## config.mk

```make
export PLATFORM = sky130hd
export DESIGN_NAME = cmd_reg_target
export DESIGN_NICKNAME = d
export VERILOG_FILES = /design/src/rtl/cmd_reg_target_pkg.sv /design/src/rtl/cmd_reg_target.sv
export SDC_FILE = /design/constraint.sdc
export NUM_CORES = 1
export LEC_CHECK = 0
export CAP_MARGIN = 10
export CORE_AREA = 4 4 443 445
export DETAILED_ROUTE_END_ITERATION = 6
export DIE_AREA = 0 0 447 449
export PLACE_DENSITY = 0.39
export SLEW_MARGIN = 20
export SYNTH_ARGS = -nofsm -noshare
export SYNTH_HDL_FRONTEND = slang
export SYNTH_SLANG_ARGS = --single-unit
```

## constraint.sdc

```tcl
create_clock -name i_sys_clk -period 41.1 [get_ports i_sys_clk]
set_input_delay 8.22 -clock i_sys_clk [delete_from_list [all_inputs] [get_ports i_sys_clk]]
set_output_delay 8.22 -clock i_sys_clk [all_outputs]
set_load 0.03 [all_outputs]
```

## src/rtl/cmd_reg_target_pkg.sv

```systemverilog
// Shared types and constants for the command-interface register target.
package cmd_reg_target_pkg;

    typedef enum logic [1:0] {
        IDLE,
        ACCESS,
        ACK,
        WAIT_REL
    } cmd_tgt_state_e;

    localparam int unsigned CMD_WORD_LSB = 2;
    localparam logic [31:0] CMD_ERR_DATA = 32'hDEAD_BEEF;

endpackage

```

## src/rtl/cmd_reg_target.sv

```systemverilog
// Register-bank responder on one demux select line: latches a command, performs
// one register access, acks for a single cycle, then waits for select release.
module cmd_reg_target
    import cmd_reg_target_pkg::*;
#(
    parameter int unsigned               NUM_REGS             = 16,
    parameter int unsigned               TARGETS_ADDRESS_BITS = 16,
    parameter int unsigned               HOST_DATA_BITS       = 32,
    parameter logic [NUM_REGS-1:0]       RO_MASK              = '0,
    parameter logic [HOST_DATA_BITS-1:0] ERR_DATA             = CMD_ERR_DATA
) (
    input  logic                               i_sys_clk,
    input  logic                               i_sys_rst,
    input  logic                               i_sel,
    input  logic                               i_cmd_rd_wr_n,
    input  logic [TARGETS_ADDRESS_BITS-1:0]    i_cmd_byte_addr,
    input  logic [HOST_DATA_BITS-1:0]          i_cmd_wdata,
    output logic                               o_cmd_ack,
    output logic [HOST_DATA_BITS-1:0]          o_cmd_rdata,
    input  logic [NUM_REGS*HOST_DATA_BITS-1:0] i_status,
    output logic [NUM_REGS*HOST_DATA_BITS-1:0] o_regs,
    output logic [NUM_REGS-1:0]                o_wr_strobe,
    output logic [NUM_REGS-1:0]                o_rd_strobe,
    output logic                               o_err
);

    localparam int unsigned IW = TARGETS_ADDRESS_BITS - CMD_WORD_LSB;

    cmd_tgt_state_e state_q, state_d;

    logic                               rd_wr_n_q;
    logic [IW-1:0]                      idx_q;
    logic [HOST_DATA_BITS-1:0]          wdata_q;
    logic [HOST_DATA_BITS-1:0]          rdata_q;
    logic [NUM_REGS*HOST_DATA_BITS-1:0] regs_q, regs_d;
    logic [NUM_REGS-1:0]                wr_strobe_q, rd_strobe_q;
    logic                               err_q;

    logic [NUM_REGS-1:0]                hit;
    logic                               in_range;
    logic [HOST_DATA_BITS-1:0]          rd_word;

    logic unused_addr_lsbs;
    logic unused_status;
    assign unused_addr_lsbs = ^i_cmd_byte_addr[CMD_WORD_LSB-1:0];
    assign unused_status    = ^i_status;

    always_ff @(posedge i_sys_clk or posedge i_sys_rst) begin
        if (i_sys_rst) state_q <= IDLE;
        else           state_q <= state_d;
    end

    always_comb begin
        state_d = state_q;
        unique case (state_q)
            IDLE:     if (i_sel) state_d = ACCESS;
            ACCESS:   state_d = ACK;
            ACK:      state_d = WAIT_REL;
            WAIT_REL: if (!i_sel) state_d = IDLE;
            default:  state_d = IDLE;
        endcase
    end

    always_comb begin
        o_cmd_ack   = (state_q == ACK);
        o_cmd_rdata = rdata_q;
        o_regs      = regs_q;
        o_wr_strobe = wr_strobe_q;
        o_rd_strobe = rd_strobe_q;
        o_err       = err_q;
    end

    // One-hot decode: an index beyond NUM_REGS matches nothing, so in_range falls out of it.
    always_comb begin
        hit     = '0;
        rd_word = '0;
        regs_d  = regs_q;
        for (int unsigned i = 0; i < NUM_REGS; i++) begin
            hit[i] = (idx_q == IW'(i));
            if (hit[i]) begin
                rd_word = RO_MASK[i] ? i_status[i*HOST_DATA_BITS +: HOST_DATA_BITS]
                                     : regs_q[i*HOST_DATA_BITS +: HOST_DATA_BITS];
                if (!RO_MASK[i]) regs_d[i*HOST_DATA_BITS +: HOST_DATA_BITS] = wdata_q;
            end
        end
        in_range = |hit;
    end

    always_ff @(posedge i_sys_clk or posedge i_sys_rst) begin
        if (i_sys_rst) begin
            rd_wr_n_q   <= 1'b0;
            idx_q       <= '0;
            wdata_q     <= '0;
            rdata_q     <= '0;
            regs_q      <= '0;
            wr_strobe_q <= '0;
            rd_strobe_q <= '0;
            err_q       <= 1'b0;
        end else begin
            wr_strobe_q <= '0;
            rd_strobe_q <= '0;
            err_q       <= 1'b0;
            if (state_q == IDLE && i_sel) begin
                rd_wr_n_q <= i_cmd_rd_wr_n;
                idx_q     <= i_cmd_byte_addr[TARGETS_ADDRESS_BITS-1:CMD_WORD_LSB];
                wdata_q   <= i_cmd_wdata;
            end
            if (state_q == ACCESS) begin
                if (!in_range) begin
                    err_q <= 1'b1;
                    if (rd_wr_n_q) rdata_q <= ERR_DATA;
                end else if (rd_wr_n_q) begin
                    rdata_q     <= rd_word;
                    rd_strobe_q <= hit;
                end else begin
                    // RO slots are masked out of both the strobe and the regs_d update.
                    wr_strobe_q <= hit & ~RO_MASK;
                    regs_q      <= regs_d;
                end
            end
        end
    end

endmodule

```

# Word-level counts from Yosys, hierarchy flattened
# Index checks and enable logic that the tools add are counted.
# Widths: inputs -> output; s select.
# classes
n_eq_ne,20
muxes,30
bitwise_logic,1
reduce_logical,22
# op_table
cell,count
$mux 32,19
$eq 14x4->1 const B,8
$mux 16,6
$reduce_and 4->1,16
$eq 14x3->1 const B,4
$eq 14x2->1 const B,2
$reduce_or 16->1,1
$eq 14x1->1 const B,1
$logic_not 14->1,1
$pmux 2 s4,1
$eq 2x2->1 const B,2
$mux 2,2
$ne 2x2->1 const B,2
$reduce_and 2->1,2
$eq 2x1->1 const B,1
$logic_not 2->1,1
$mux 1,2
$logic_and 1x1->1,1
$not 1->1,1
# word_totals
ff_bits,626
in_bits,564
output_inout_bits,578
wordCells,97

# Longest topological paths before layout
# depth
word_depth,19
mapped_depth,10
depth_no_buf,8

# Worst setup path before layout
# OpenSTA, ideal clock, no wires.
# synth_timing
path_type,input to register
startpoint,input i_sel
endpoint,register wdata_q[0]
setup_time_ns,0.125
t_arrival_ns,9.315
required_time_ns,40.975
slack_ns,31.661
stages,4
n_path_buf,2
cell_sequence,nand2_1 -> clkbuf_1 -> clkbuf_1 -> mux2_2
# synth_via
elab_chain_cells,1
# synth_rtl
item,line_no,text
"start, declared",cmd_reg_target.sv:14,"input logic i_sel,"
$logic_and 1x1->1,cmd_reg_target.sv:103,if (state_q == IDLE && i_sel) begin
"end signal, assigned",cmd_reg_target.sv:106,wdata_q <= i_cmd_wdata;
"end, declared",cmd_reg_target.sv:33,logic [HOST_DATA_BITS-1:0] wdata_q;
# No other way between the ends.
# A chain may end at the register's enable or synchronous reset.

==> key figures <==
Run status
  • Status: finished, final reports clean

STA
  • Setup_tns: 0 ns
  • Clock skew: 0.03896 ns
  • Actual slew at the worst max-slew pin: 1.247 ns
  • Final-report setup violation count: 0
  • Slew Limit Fails: 0
  • Achievable Freq: 0.08968 GHz
  • Fin crit period: between 10 and 15 ns
  • Max-Slew Margin vs Limit: 0.1647
  • Period utilisation layout: 0.2713
  • RSZ-0062 raised after global routing: no
  • Fin. Hold Viols: 0

Die
  • Starting Density: 0.1490
  • Boundary Pins: 1142
  • DIE AREA: 200700 um^2
  • Core area: 192200 um^2
  • Die Width: 447 um
  • Vert. Die Dim: 449 um
  • Num rows: between 150 and 200

Critical path
  • Cell family with the largest share of critical-path delay: buffers and inverters
  • Slowest stage delay, CP: 0.83 ns
  • Worst Path Buf+Inv: 5
  • Slowest-stage cell, CP: buf_4
  • Arrival @ worst endpoint: 11.86 ns
  • Max FO, Critical Path: between 100 and 150
  • Kind of critical path: in2async
  • Startpoint types: input port
  • Required time worst endpoint: 41.81 ns
  • Most Frequent Cell on Critical Path: buf_4
  • Critical path endpoint category: async pin
  • Worst path cell trace: clkdlybuf4s50_1, inv_8, buf_4, buf_12, buf_4

Power and ir drop
  • Total power: 1909 uW
  • Leak: between 0.015 and 0.02 uW
  • PwrDens: 46.60 nW/um^2
  • Peak VDD IR: 0.03307 mV

Global routing
  • GR Overflow Total: 0
  • Top Usage Layer GRT: met2
  • Tot GR Track Use: 0.2016
  • Antenna violations before repair: 28
  • Pin count of the biggest net entering global routing: roughly 120
  • Global Route met1 Usage: 0.2684
  • First-pass GRT wire length: 267800 um
  • Number of global-route vias before repair: 24.41k
  • GRT met2 Usage: 0.3051
  • Met3 GRT Util: 0.06717

Clock network
  • Skew-Pair Late Insertion Delay: roughly 0.7 ns
  • CTS tree: done
  • Setup Buffers After CTS: 0
  • Max H-tree Level: 3
  • Post-cts resize count: 0
  • Num CTS Buffers: 82
  • Hold-fix buffers, CTS: 0
  • Clk root buf: clkbuf_16
  • Clk slew on worst S/H paths: 0.06 ns
  • Total clock sinks: roughly 630
  • Clock Path Buffers: 3

Placement
  • GPL Wtd Cong: 0.7846
  • Buffers on Ports: 627
  • Post-DP HPWL: 155000 um

Drt
  • Post-DR wirelength/cell: 37.32 um
  • WL final: 208200 um
  • Vias per cell: ~4.4
  • 1st-iter DRT viols: 2120
  • TritonRoute pass-1 iters: 6
  • Detail Route Antenna Nets: 0
  • Via count: 24.36k
  • DR DRC count: 0

Layout
  • Fill count: about 21k
  • Commonest cells after routing, fill and taps aside: clkdlybuf4s50_1 (627), dfrtp_1 (624), nand2_1 (293)
  • Most common cell after layout, fill and taps aside: clkdlybuf4s50_1
  • Share of cells above drive strength 1: 0.2023
  • Layout Utilization: 0.2132
  • Nets@finish: 3544
  • Synth-to-Final Area Change: 43.05%

Hold path
  • Hold Crit Class: reg2reg

Synthesis
  • Avg Cell Area, Syn: ~12 um^2
  • Synth Area in Compound Gates: 0.09355
  • Sequential fraction of the synthesis area: 0.5470
  • EDFF count, synth: 0
  • Mux cell area share after synthesis: 0.2166
  • Unique masters post-synth: 79
  • Synth Area in Adders: 0.002185
  • Dominant synthesized flop cell: dfrtp_1
  • Yosys reg bits: 626
  • Syn_nets: roughly 2.9k
  • Post-Synth Simple-Gate Area: 0.1056
  • Post-Syn Instances: 2338
  • Xor-xnor portion of the synthesized cell area: 0
  • Yosys Warn Count: 0
  • Async S/R FF share, synth: 1.000
  • Synthesized area: between 20000 and 30000 um^2
  • Main combinational cell family by area after synthesis: multiplexers

Flow run
  • Max Cap Violations: 0
==> flip-flops by register name, summed over array words and instances, names as in the netlist <==
register,flops
idx_q,14
wdata_q,32
o_wr_strobe,16
state_q,2
o_cmd_rdata,32
o_regs,512
rd_wr_n_q,1
o_err,1
o_rd_strobe,16
==> layer usage <==
| layer | up-vias | wire [um] |
|---|---|---|
| met3 | 233 | 18990 |
| met5 | - | 0 |
| met1 | 13100 | 90870 |
| met4 | 0 | 7873 |
| met2 | 1114 | 90420 |
| li1 | 9922 | - |
==> cell families after synthesis <==
| group | count (synthesis) |
|---|---|
| adder cells (fa/ha/maj) | 5 |
| AND/OR/NAND/NOR | 594 |
| multiplexers | 543 |
| AO/OA/AOI/OAI | 379 |
| buffers and inverters | 191 |
| flip-flops | 626 |
==> stage by stage <==
stage               std cells  hold slack (ns)  area [um^2]  worst slack (ns)
floorplan                2338           0.5147        28640             15.35
global placement         5412           0.4757        38100             29.13
detailed placement       5417           0.4787        38160             29.13
CTS                      5566           0.4933        40930             29.91
global route             5567           0.5245        40940             29.51
finish                   5577           0.4926        40960             29.95
==> final timing paths <==
kind | slack (ns) | from | to | cells past startpoint
worst min register to register | 0.49 | o_regs[447] | o_regs[447] | 2
max in group i_sys_clk | 30.68 | o_regs[97] | o_regs[97] | 1
worst max-delay path | 29.95 | i_sys_rst | wdata_q[11] | 5
worst max register to register | 36.53 | idx_q[5] | o_regs[351] | 8
min in group asynchronous | 8.06 | i_sys_rst | wdata_q[0] | 2
worst min-delay path | 0.49 | o_regs[447] | o_regs[447] | 2
==> worst register-to-register path, delay by kind of cell (launching register included) <==
kind	cells	cell delay, ns
simple gates	4	2.36
buf+inv	3	1.22
mux	1	0.44
flops	1	0.43
==> cell usage after synthesis, types with 16 or more instances <==
library cell | count | area, um^2
o21ai_0 | 46 | 230.2
mux2_2 | 286 | 3221
o22ai_1 | 16 | 100.1
mux2_1 | 218 | 2455
dfrtp_1 | 626 | 15670
a21oi_1 | 72 | 360.4
buf_2 | 45 | 225.2
nand3_1 | 47 | 235.2
nand2_1 | 297 | 1115
clkbuf_1 | 95 | 356.6
a22oi_1 | 38 | 285.3
buf_6 | 25 | 281.5
nand4_1 | 28 | 175.2
mux2i_1 | 28 | 280.3
a31oi_1 | 20 | 125.1
nor2_1 | 98 | 367.9
a221oi_1 | 19 | 166.4
nor3_1 | 26 | 130.1
o221ai_1 | 27 | 236.5
==> power by group <==
group          switching, uW  leakage [uW]  internal [uW]
Sequential               156       0.00852            644
Combinational            251       0.00810           95.6
Clock                    328       0.00134            434
==> cell type report <==
class                   instances  area (um^2)  area share
well taps                    2526         3161     0.07716
diodes                         11        27.53   0.0006720
clock buffers                 114         2342     0.05718
flip-flops and latches        626        15670      0.3826
repair buffers                738         7137      0.1742
clock inverters                35        424.2     0.01035
inverters                       6        30.03   0.0007331
multi-input cells            1521        12170      0.2971
Note: power is estimated with default switching activity, not from simulation.
